===== src/rtl/shift_sequencer.sv =====
// rtl/shift_sequencer.sv - multi-pass logical shifter behind valid/ready handshakes
module shift_sequencer #(
  parameter int DATA_W = 8,
  parameter int AMT_W  = 4,
  parameter int STEP   = 3
) (
  input  logic              clk,
  input  logic              rst_n,
  input  logic              in_valid,
  output logic              in_ready,
  input  logic [DATA_W-1:0] in_data,
  input  logic [AMT_W-1:0]  in_amt,
  input  logic              in_dir,
  output logic              out_valid,
  input  logic              out_ready,
  output logic [DATA_W-1:0] out_data,
  output logic [AMT_W-1:0]  out_passes,
  output logic              busy
);

  typedef enum logic [1:0] {IDLE, SHIFT, DONE} state_t;

  localparam logic [AMT_W-1:0] STEP_AMT = AMT_W'(STEP);

  state_t            state;
  logic [DATA_W-1:0] data_q;
  logic [AMT_W-1:0]  rem_q;
  logic [AMT_W-1:0]  pass_cnt;
  logic              dir_q;
  logic [AMT_W-1:0]  step;
  logic [DATA_W-1:0] shifted;

  // Single zero-fill shift stage: moves at most STEP positions per pass
  always_comb begin
    step    = (rem_q < STEP_AMT) ? rem_q : STEP_AMT;
    shifted = dir_q ? (data_q >> step) : (data_q << step);
  end

  // Request side is only open in IDLE and never while reset is asserted
  assign in_ready = rst_n && (state == IDLE);
  assign busy     = (state != IDLE);

  // Sequencer: accept, shift pass by pass, then hold the result until taken
  always_ff @(posedge clk or negedge rst_n) begin
    if (!rst_n) begin
      state      <= IDLE;
      data_q     <= '0;
      rem_q      <= '0;
      dir_q      <= 1'b0;
      pass_cnt   <= '0;
      out_valid  <= 1'b0;
      out_data   <= '0;
      out_passes <= '0;
    end else begin
      case (state)
        IDLE: begin
          if (in_valid) begin
            data_q   <= in_data;
            rem_q    <= in_amt;
            dir_q    <= in_dir;
            pass_cnt <= '0;
            state    <= (in_amt == '0) ? DONE : SHIFT;
          end
        end
        SHIFT: begin
          data_q   <= shifted;
          rem_q    <= rem_q - step;
          pass_cnt <= pass_cnt + 1'b1;
          if (rem_q == step) begin
            state      <= DONE;
            out_valid  <= 1'b1;
            out_data   <= shifted;
            out_passes <= pass_cnt + 1'b1;
          end
        end
        DONE: begin
          // A zero-amount job arrives here with out_valid still low; the
          // result is published one edge later so latency is never zero.
          if (!out_valid) begin
            out_valid  <= 1'b1;
            out_data   <= data_q;
            out_passes <= pass_cnt;
          end else if (out_ready) begin
            out_valid <= 1'b0;
            state     <= IDLE;
          end
        end
        default: state <= IDLE;
      endcase
    end
  end

endmodule


===== config.mk =====
export PLATFORM = sky130hd
export DESIGN_NAME = shift_sequencer
export DESIGN_NICKNAME = d
export VERILOG_FILES = /design/src/rtl/shift_sequencer.sv
export SDC_FILE = /design/constraint.sdc
export NUM_CORES = 1
export LEC_CHECK = 0
export CAP_MARGIN = 20
export CORE_UTILIZATION = 44
export CTS_CLUSTER_SIZE = 14
export DETAILED_ROUTE_END_ITERATION = 10
export DONT_BUFFER_PORTS = 1
export PLACE_DENSITY_LB_ADDON = 0.1
export SETUP_SLACK_MARGIN = 0.1
export SLEW_MARGIN = 40
export SYNTH_ARGS = -nofsm -noshare
export SYNTH_HDL_FRONTEND = slang
export SYNTH_SLANG_ARGS = --single-unit

===== constraint.sdc =====
create_clock -name clk -period 2.07 [get_ports clk]
set_input_delay 0.3105 -clock clk [delete_from_list [all_inputs] [get_ports clk]]
set_output_delay 0.3105 -clock clk [all_outputs]
set_load 0.05 [all_outputs]

==> impl_metrics.yaml, run 1 <==
sta:
  tightest_slew_ns: 0.504
  slew_headroom_pct: 66.4
  slew_violations: 0
  final-hold-violation-count: 0
  clock_skew_ns: 0.0105
  fin_setup_tns_ns: 0
  fmax_mhz: 528
  rsz0062_at_grt: "false"
  period_minus_slack_ns: 1.89
  period_share_pct: 91.5
  finalSetupViolCount: 0
power:
  p_sw_share_pct: 51.4
  p_seq_share_pct: 37.9
  clock_power_share_pct: 13.9
  p_switching_mw: 2.46
  peakVddDrop_v: 0.000877
  p_int_mw: 2.33
  finalPower_mw: 4.80
  power_frac_comb_pct: 48.2
  p_leak_nw: 0.960
  power_density_mw_per_mm2: 1970
cells_and_area:
  multi_input_area_mm2: 0.00122
  seq_area_um2: 805
  synthToLayoutAreaGrowth_pct: 12.8
  final_nets: 277
  stdcell_count: 327
  drive_gt1_share_pct: 15.0
  final_area_mm2: 0.00244
  diodes: 0
  fillCellCount: 438
die:
  die-area_mm2: 0.00519
  start_util_pct: 45.7
  fp.dieW_um: 72.1
  die_y_um: 72.1
  rows: 25
  io_pins: 32
  design.core.area_mm2: 0.00472
clock_network:
  clockRootBuffer: "clkbuf_8"
  cts_sinks: 32
  cts.reportedPaths.clkPinSlew_ns: 0.07
  cts_max_path_buffers: 2
  cts_tree: "yes"
  cts_buffers: 5
  clkLatencyLatePin_ns: 0.29
  cts_max_level: 2
synthesis:
  synth_edf_count: 0
  synth_area_leaders: "dfrtp_1 (37%), o21ai_0 (5.6%), nand2_1 (4.3%), mux2i_1 (4.2%), a21oi_1 (3.7%)"
  synth-seq-cells: 32
  synth_top_cell_area_share_pct: 37.1
  synthFlopType: "dfrtp_1"
  syn_nets: 273
  syn_area_per_cell_um2: 8.47
  netlist_area_mm2: 0.00216
  synth-seq-area-share_pct: 37.1
  synth.distinct_cells: 52
  yosys_warnings: 0
  netlist_instances: 255
  async_flop_share_pct: 100
  synth_top_area_cell: "dfrtp_1"
grt:
  grt_antenna_before_repair: 0
  grt_first_pass_wirelength_um: 9930
  gr-total-overflow: 0
  grt_max_degree: 33
  first_global_vias: 1886
  track_usage_pct: 25.2
place:
  dp.cells: 317
  io_buffers: 0
  hpwlAfterDp_um: 4290
  gp_congestion: 0.861
  placed_area_mm2: 0.00227
routing:
  drtIter0Drc: 240
  drc: 0
  routedWlPerCell_um: 19.1
  antenna_left: 0
  vias: 1997
  dr.pass1.iters: 5
  drt_wl_total_um: 6240
  vias_per_cell: 6.11
setup_path:
  cp_slowest_cell: "dfrtp_1"
  ff2ff_path_depth: 4
  crit_cells: 3
  worstPathBufferInverterCount: 2
  max_stage_delay_ns: 0.51
  worstSetupPathType: "flop to primary output"
  worstPathRequired_ns: 1.76
  critical_path.cell_chain: "nor2_1 > inv_1 > buf_4"
  crit_arrival_ns: 1.58
  cp_max_fo: 12
  crit_path_start_kind: "flop"
  crit_family: "flip-flops"
  worstSetupEndpointType: "primary output"
outcome:
  status: "finished, final reports clean"
min_path:
  hold_depth: 2
  hp-class: "input port to flop"
job:
  drv_cap: 0
logic make-up (layout without fill, tap and decap cells):
logic type,after synthesis,count (layout),share of synthesized area (%)
buffers and inverters,32,37,6.95
XOR/XNOR,3,3,1.22
multiplexers,12,12,5.74
flip-flops,32,32,37.1
adder cells (fa/ha/maj),1,1,0.579
AND/OR/NAND/NOR,85,85,20.7
AO/OA/AOI/OAI,90,90,27.8
synthesized netlist by cell type (2+ instances only):
library cell / count
a32oi_1: 3
o21a_1: 2
a211oi_1: 5
a22o_1: 2
o32ai_1: 4
nor4b_1: 3
o211ai_1: 3
and2_1: 2
nand2b_1: 5
mux2_2: 3
dfrtp_1: 32
o22ai_1: 2
nor4_1: 8
a31oi_1: 7
nand2_1: 25
o21ai_0: 24
nor2b_1: 9
nand3_1: 5
inv_1: 8
a21oi_1: 16
a21o_1: 2
clkbuf_1: 12
xnor2_1: 2
mux2i_1: 9
a21boi_0: 3
nor3_1: 6
buf_2: 8
a221oi_1: 6
a22oi_1: 3
nor2_1: 14
layer usage:
metal / routed length [um] / GRT usage, %
met2: 2820 / 38.5
met1: 2950 / 37.0
met5: 0 / 0
met3: 427 / 4.86
met4: 44 / 5.88
metrics by stage:
| step | utilization (%) | setup WS (ns) | hold slack [ns] |
|---|---|---|---|
| after CTS | 51.3 | 0.170 | 0.147 |
| after global routing | 51.6 | 0.0999 | 0.169 |
| final | 51.6 | 0.176 | 0.152 |
| after detailed placement | 48.0 | 0.191 | 0.0159 |
| after floorplan | - | 0.437 | 0.0149 |
| after global placement | 48.0 | 0.199 | 0.0158 |
power by group through the flow:
stage               Combinational, mW  Clock (mW)  Sequential, mW
floorplan                        1.92           0            1.47
global placement                 2.26           0            1.80
global route                     2.55       0.689            1.87
detailed placement               2.24           0            1.80
CTS                              2.28       0.669            1.79
finish                           2.31       0.665            1.82
layout by cell type (no fill, tap or decap), types with 3 or more instances in the layout:
cell type  count
nor4_1         8
inv_1          8
nor2_1        14
mux2i_1        9
nand2_1       25
buf_4         19
a21oi_1       16
o211ai_1       3
mux2_2         3
o32ai_1        4
dfrtp_1       29
a22oi_1        3
a211oi_1       5
a31oi_1        7
nand2b_1       5
a21boi_0       3
a32oi_1        3
clkbuf_8       7
a221oi_1       6
o21ai_0       24
nand3_1        5
dfrtp_2        3
nor3_1         6
nor2b_1        9
state kept, by name (all words and copies together), names as in the netlist:
name and cells:
pass_cnt 4, out_valid 1, out_data 8, dir_q 1, rem_q 4, data_q 8, out_passes 4, state 2
final timing paths:
check | start | slack [ns] | to
hold reg to reg | pass_cnt[3] | 0.51 | pass_cnt[3]
setup reg to reg | rem_q[2] | 0.24 | out_data[2]
setup / recovery | state[1] | 0.18 | busy
min in group asynchronous | rst_n | 0.48 | out_data[6]
max in group asynchronous | rst_n | 1.40 | rem_q[1]
hold / removal | in_dir | 0.15 | dir_q
area by class of cell:
type                       instances  area share (%)
clock buffer                       7            3.95
clock inverter                     1            1.23
inverter                           8            1.23
multi-input combinational        191            50.0
sequential                        32            33.0
tap                               67            3.44
timing repair buffer              21            7.09
what timing repair did:
| action | CTS | global route |
|---|---|---|
| endpoints found under the setup margin | 0 | 10 |
| endpoints found under the hold margin | 32 | 0 |
| buffers inserted | 0 | 0 |
| hold buffers | 2 | 0 |
| resized for setup | 0 | 4 |
Note: power is estimated with default switching activity, not from simulation.
==> run 2: changes to the inputs <==
--- a/config.mk
+++ b/config.mk
@@ -5,7 +5,8 @@
 export SDC_FILE = /design/constraint.sdc
 export NUM_CORES = 1
 export LEC_CHECK = 0
-export CAP_MARGIN = 20
+export CELL_PAD_IN_SITES_DETAIL_PLACEMENT = 0
+export CELL_PAD_IN_SITES_GLOBAL_PLACEMENT = 1
 export CORE_UTILIZATION = 44
 export CTS_CLUSTER_SIZE = 14
 export DETAILED_ROUTE_END_ITERATION = 10
==> impl_metrics.yaml, run 2 (synthesis gave the netlist of run 1 again) <==
grt:
  grt_max_degree: 36
  gr-total-overflow: 0
  grt_antenna_before_repair: 0
  first_global_vias: 1897
  track_usage_pct: 25.5
  grt_first_pass_wirelength_um: 9870
sta:
  period_share_pct: 89.5
  hold_ws_ns: 0.139
  rsz0062_at_grt: "false"
  slew_violations: 0
  final-hold-violation-count: 0
  tightest_slew_ns: 0.547
  finalSetupViolCount: 0
  fmax_mhz: 540
  fin_ws_ns: 0.217
  fin_setup_tns_ns: 0
  clock_skew_ns: 0.00760
  period_minus_slack_ns: 1.85
  slew_headroom_pct: 63.5
setup_path:
  worstSetupPathType: "flop to flop"
  r2r-end: "out_data[2]"
  r2r_start: "rem_q[3]"
  crit_family: "simple AND/OR/NAND/NOR gates"
  critical_path.cell_chain: "or4b_4 > o21a_1 > a21oi_1 > o21ai_0"
  cp_max_fo: 14
  worstPathBufferInverterCount: 0
  crit_arrival_ns: 2.02
  cp_slowest_cell: "or4b_4"
  worstSetupEndpointType: "flop"
  crit_path_start_kind: "flop"
  reg2reg_slack_ns: 0.22
  worstPathRequired_ns: 2.24
  max_stage_delay_ns: 0.63
  ff2ff_path_depth: 4
cells_and_area:
  diodes: 0
  synthToLayoutAreaGrowth_pct: 11.2
  drive_gt1_share_pct: 14.7
  final_util_pct: 50.8
  final_nets: 276
  top_regs: "data_q: 8 flops, out_data: 8 flops"
  final_area_mm2: 0.00240
  final_common_cell: "dfrtp_1"
  stdcell_count: 326
  layout_common_cells: "dfrtp_1 (30), nand2_1 (25), o21ai_0 (24)"
power:
  power_frac_comb_pct: 51.5
  p_leak_nw: 0.942
  clock_power_share_pct: 10.8
  p_int_mw: 2.16
  finalPower_mw: 4.65
  peakVddDrop_v: 0.000802
  power_density_mw_per_mm2: 1940
  p_sw_share_pct: 53.5
  p_switching_mw: 2.49
  p_seq_share_pct: 37.8
die:
  die_y_um: 72.1
  io_pins: 32
  start_util_pct: 45.7
  rows: 25
  design.core.area_mm2: 0.00472
  fp.dieW_um: 72.1
  die-area_mm2: 0.00519
routing:
  dr.pass1.iters: 5
  vias: 2008
  routedWlPerCell_um: 19.4
  drt_wl_total_um: 6330
  drc: 0
  vias_per_cell: 6.16
  drtIter0Drc: 290
  antenna_left: 0
place:
  placed_area_mm2: 0.00227
  pre_cts_slack_ns: 0.194
  dp.cells: 316
  gp_congestion: 0.907
  io_buffers: 0
  hpwlAfterDp_um: 4490
clock_network:
  cts.reportedPaths.clkPinSlew_ns: 0.08
  clkLatencyLatePin_ns: 0.30
  cts_max_level: 2
  cts_setup_buffers: 0
  cts_sinks: 32
  clockRootBuffer: "clkbuf_8"
  cts_buffers: 5
  cts_tree: "yes"
  cts_max_path_buffers: 2
job:
  drv_cap: 0
min_path:
  hold_depth: 2
  hold_end: "dir_q"
  hp-class: "input port to flop"
  holdCritStartpoint: "in_dir"
outcome:
  status: "finished, final reports clean"
==> run 2: cell type report <==
type	instances	area [um^2]
Tap cell	67	83.8
Multi-Input combinational cell	191	1220
Clock buffer	5	68.8
Timing Repair Buffer	20	178
Inverter	8	30.0
Clock inverter	3	18.8
Fill cell	470	2320
Sequential cell	32	803
==> run 2: timing repair <==
item / 4_1_cts / 5_1_grt
endpoints found under the hold margin: 32 / 0
hold buffers: 2 / 0
endpoints found under the setup margin: 0 / 6
resized for setup: 0 / 5
==> run 2: worst max path at each step <==
stage | startpoint | to | slack [ns] | depth (start not counted)
2_1_floorplan | rem_q[2] | out_data[7] | 0.44 | 6
3_3_place_gp | rem_q[3] | out_data[2] | 0.23 | 4
3_5_place_dp | rem_q[3] | out_data[2] | 0.19 | 4
4_1_cts | state[1] | in_ready | 0.11 | 2
5_1_grt | rem_q[3] | out_data[2] | 0.1 | 4
6_report | rem_q[3] | out_data[2] | 0.22 | 4
==> run 2: power by group through the flow <==
stage                     clock network (mW)  logic (mW)  registers (mW)
after floorplan                            0        1.92            1.47
after detailed placement                   0        2.33            1.75
after CTS                              0.509        2.37            1.74
after global placement                     0        2.31            1.75
final                                  0.500        2.39            1.76
after global routing                   0.528        2.63            1.81
==> run 2: metal layers <==
layer  track usage, %  part of all wire (%)
met2             39.7                    47
met1             35.4                    45
met4             9.15                   1.9
met3             5.14                   6.8
met5                0                     0
==> run 3: changes to the inputs <==
--- a/config.mk
+++ b/config.mk
@@ -7,10 +7,8 @@
 export LEC_CHECK = 0
 export CELL_PAD_IN_SITES_DETAIL_PLACEMENT = 0
 export CELL_PAD_IN_SITES_GLOBAL_PLACEMENT = 1
-export CORE_UTILIZATION = 44
-export CTS_CLUSTER_SIZE = 14
+export CORE_UTILIZATION = 41
 export DETAILED_ROUTE_END_ITERATION = 10
-export DONT_BUFFER_PORTS = 1
 export PLACE_DENSITY_LB_ADDON = 0.1
 export SETUP_SLACK_MARGIN = 0.1
 export SLEW_MARGIN = 40
==> impl_metrics.yaml, run 3 (synthesis gave the netlist of run 1 again) <==
cells_and_area:
  stdcell_count: 365
  final_common_cell: "dfrtp_1"
  diodes: 0
  top_regs: "data_q: 8 flops, out_data: 8 flops"
  final_area_mm2: 0.00275
  drive_gt1_share_pct: 15.3
  final_util_pct: 54.2
  final_nets: 312
  layout_common_cells: "dfrtp_1 (30), clkdlybuf4s50_1 (29), nand2_1 (25), buf_4 (25), o21ai_0 (24)"
  fillCellCount: 517
  synthToLayoutAreaGrowth_pct: 27.4
sta:
  fin_setup_tns_ns: 0
  slew_headroom_pct: 65.5
  finalSetupViolCount: 0
  final-hold-violation-count: 0
  clock_skew_ns: 0.00533
  period_minus_slack_ns: 1.84
  slew_violations: 0
  tightest_slew_ns: 0.517
  fmax_mhz: 544
  hold_ws_ns: 0.499
  rsz0062_at_grt: "false"
  fin_ws_ns: 0.233
  period_share_pct: 88.8
clock_network:
  cts_sinks: 32
  cts_tree: "yes"
  cts.reportedPaths.clkPinSlew_ns: 0.07
  cts_buffers: 5
  clkLatencyLatePin_ns: 0.28
  cts_max_path_buffers: 2
  post_cts.resized_instances: 0
  cts_max_level: 2
  cts_setup_buffers: 0
  clockRootBuffer: "clkbuf_8"
  ctsHoldBuffers: 0
routing:
  dr.pass1.iters: 5
  drtIter0Drc: 242
  vias_per_cell: 5.82
  drt_wl_total_um: 6530
  vias: 2126
  drc: 0
  antenna_left: 0
  routedWlPerCell_um: 17.9
die:
  rows: 26
  design.core.area_mm2: 0.00507
  die-area_mm2: 0.00556
  start_util_pct: 42.6
  io_pins: 32
  die_y_um: 74.6
  fp.dieW_um: 74.6
place:
  hpwlAfterDp_um: 4820
  io_buffers: 31
  pre_cts_slack_ns: 0.177
  dp.cells: 357
  gp_congestion: 0.953
  placed_area_mm2: 0.00265
outcome:
  status: "finished, final reports clean"
min_path:
  holdCritStartpoint: "out_passes[2]"
  hold_end: "out_passes[2]"
  hold_depth: 2
  hp-class: "flop to flop"
setup_path:
  worstSetupEndpointType: "primary output"
  r2r_start: "rem_q[3]"
  worstSetupPathType: "flop to primary output"
  cp_max_fo: 10
  r2r-end: "out_data[0]"
  ff2ff_path_depth: 6
  worstPathRequired_ns: 1.76
  crit_arrival_ns: 1.53
  reg2reg_slack_ns: 0.29
  crit_path_start_kind: "flop"
grt:
  first_global_vias: 1990
  gr-total-overflow: 0
  grt_first_pass_wirelength_um: 10400
  track_usage_pct: 25.4
  grt_max_degree: 33
  grt_antenna_before_repair: 0
power:
  finalPower_mw: 5.01
  p_leak_nw: 1.09
  power_density_mw_per_mm2: 1820
  peakVddDrop_v: 0.000855
job:
  drv_cap: 0
run 3: routing by layer:
| layer | share of wire (%) | track usage [%] | vias to the layer above |
|---|---|---|---|
| met5 | 0 | 0 | - |
| met4 | 3.0 | 11.1 | 0 |
| met3 | 7.6 | 5.15 | 16 |
| met2 | 44 | 37.3 | 87 |
| met1 | 45 | 35.9 | 993 |
| li1 | - | - | 1030 |
run 3: area by class of cell:
cell class                 count  area [um^2]  share of cell area [%]
clock buffer                   7         86.3                    3.14
clock inverter                 1         7.51                   0.273
inverter                       8         30.0                    1.09
multi-input combinational    191         1220                    44.3
sequential                    32          803                    29.2
tap                           70         87.6                    3.18
timing repair buffer          56          518                    18.8
run 3: critical path, stage by stage (launching register included):
cell and delay, ns:
dfrtp_1 0.48, buf_4 0.19, nor2_2 0.17, and2_1 0.24, buf_12 0.16
run 3: worst max path at each step:
stage                         from     endpoint  slack (ns)  cells past startpoint
final                     state[0]     in_ready        0.23                      4
after global placement    rem_q[2]  out_data[2]        0.21                      4
after floorplan           rem_q[2]  out_data[7]        0.44                      6
after detailed placement  rem_q[2]  out_data[2]        0.18                      4
after CTS                 rem_q[2]    data_q[2]        0.15                      4
after global routing      state[0]     in_ready        0.15                      4
run 3: where the power goes:
group,switching (mW),internal (mW),leakage [nW],total (mW)
Combinational,1.78,1.30,0.658,3.08
Clock,0.247,0.270,0.0445,0.517
Sequential,0.502,0.909,0.384,1.41
Total,2.53,2.48,1.09,5.01
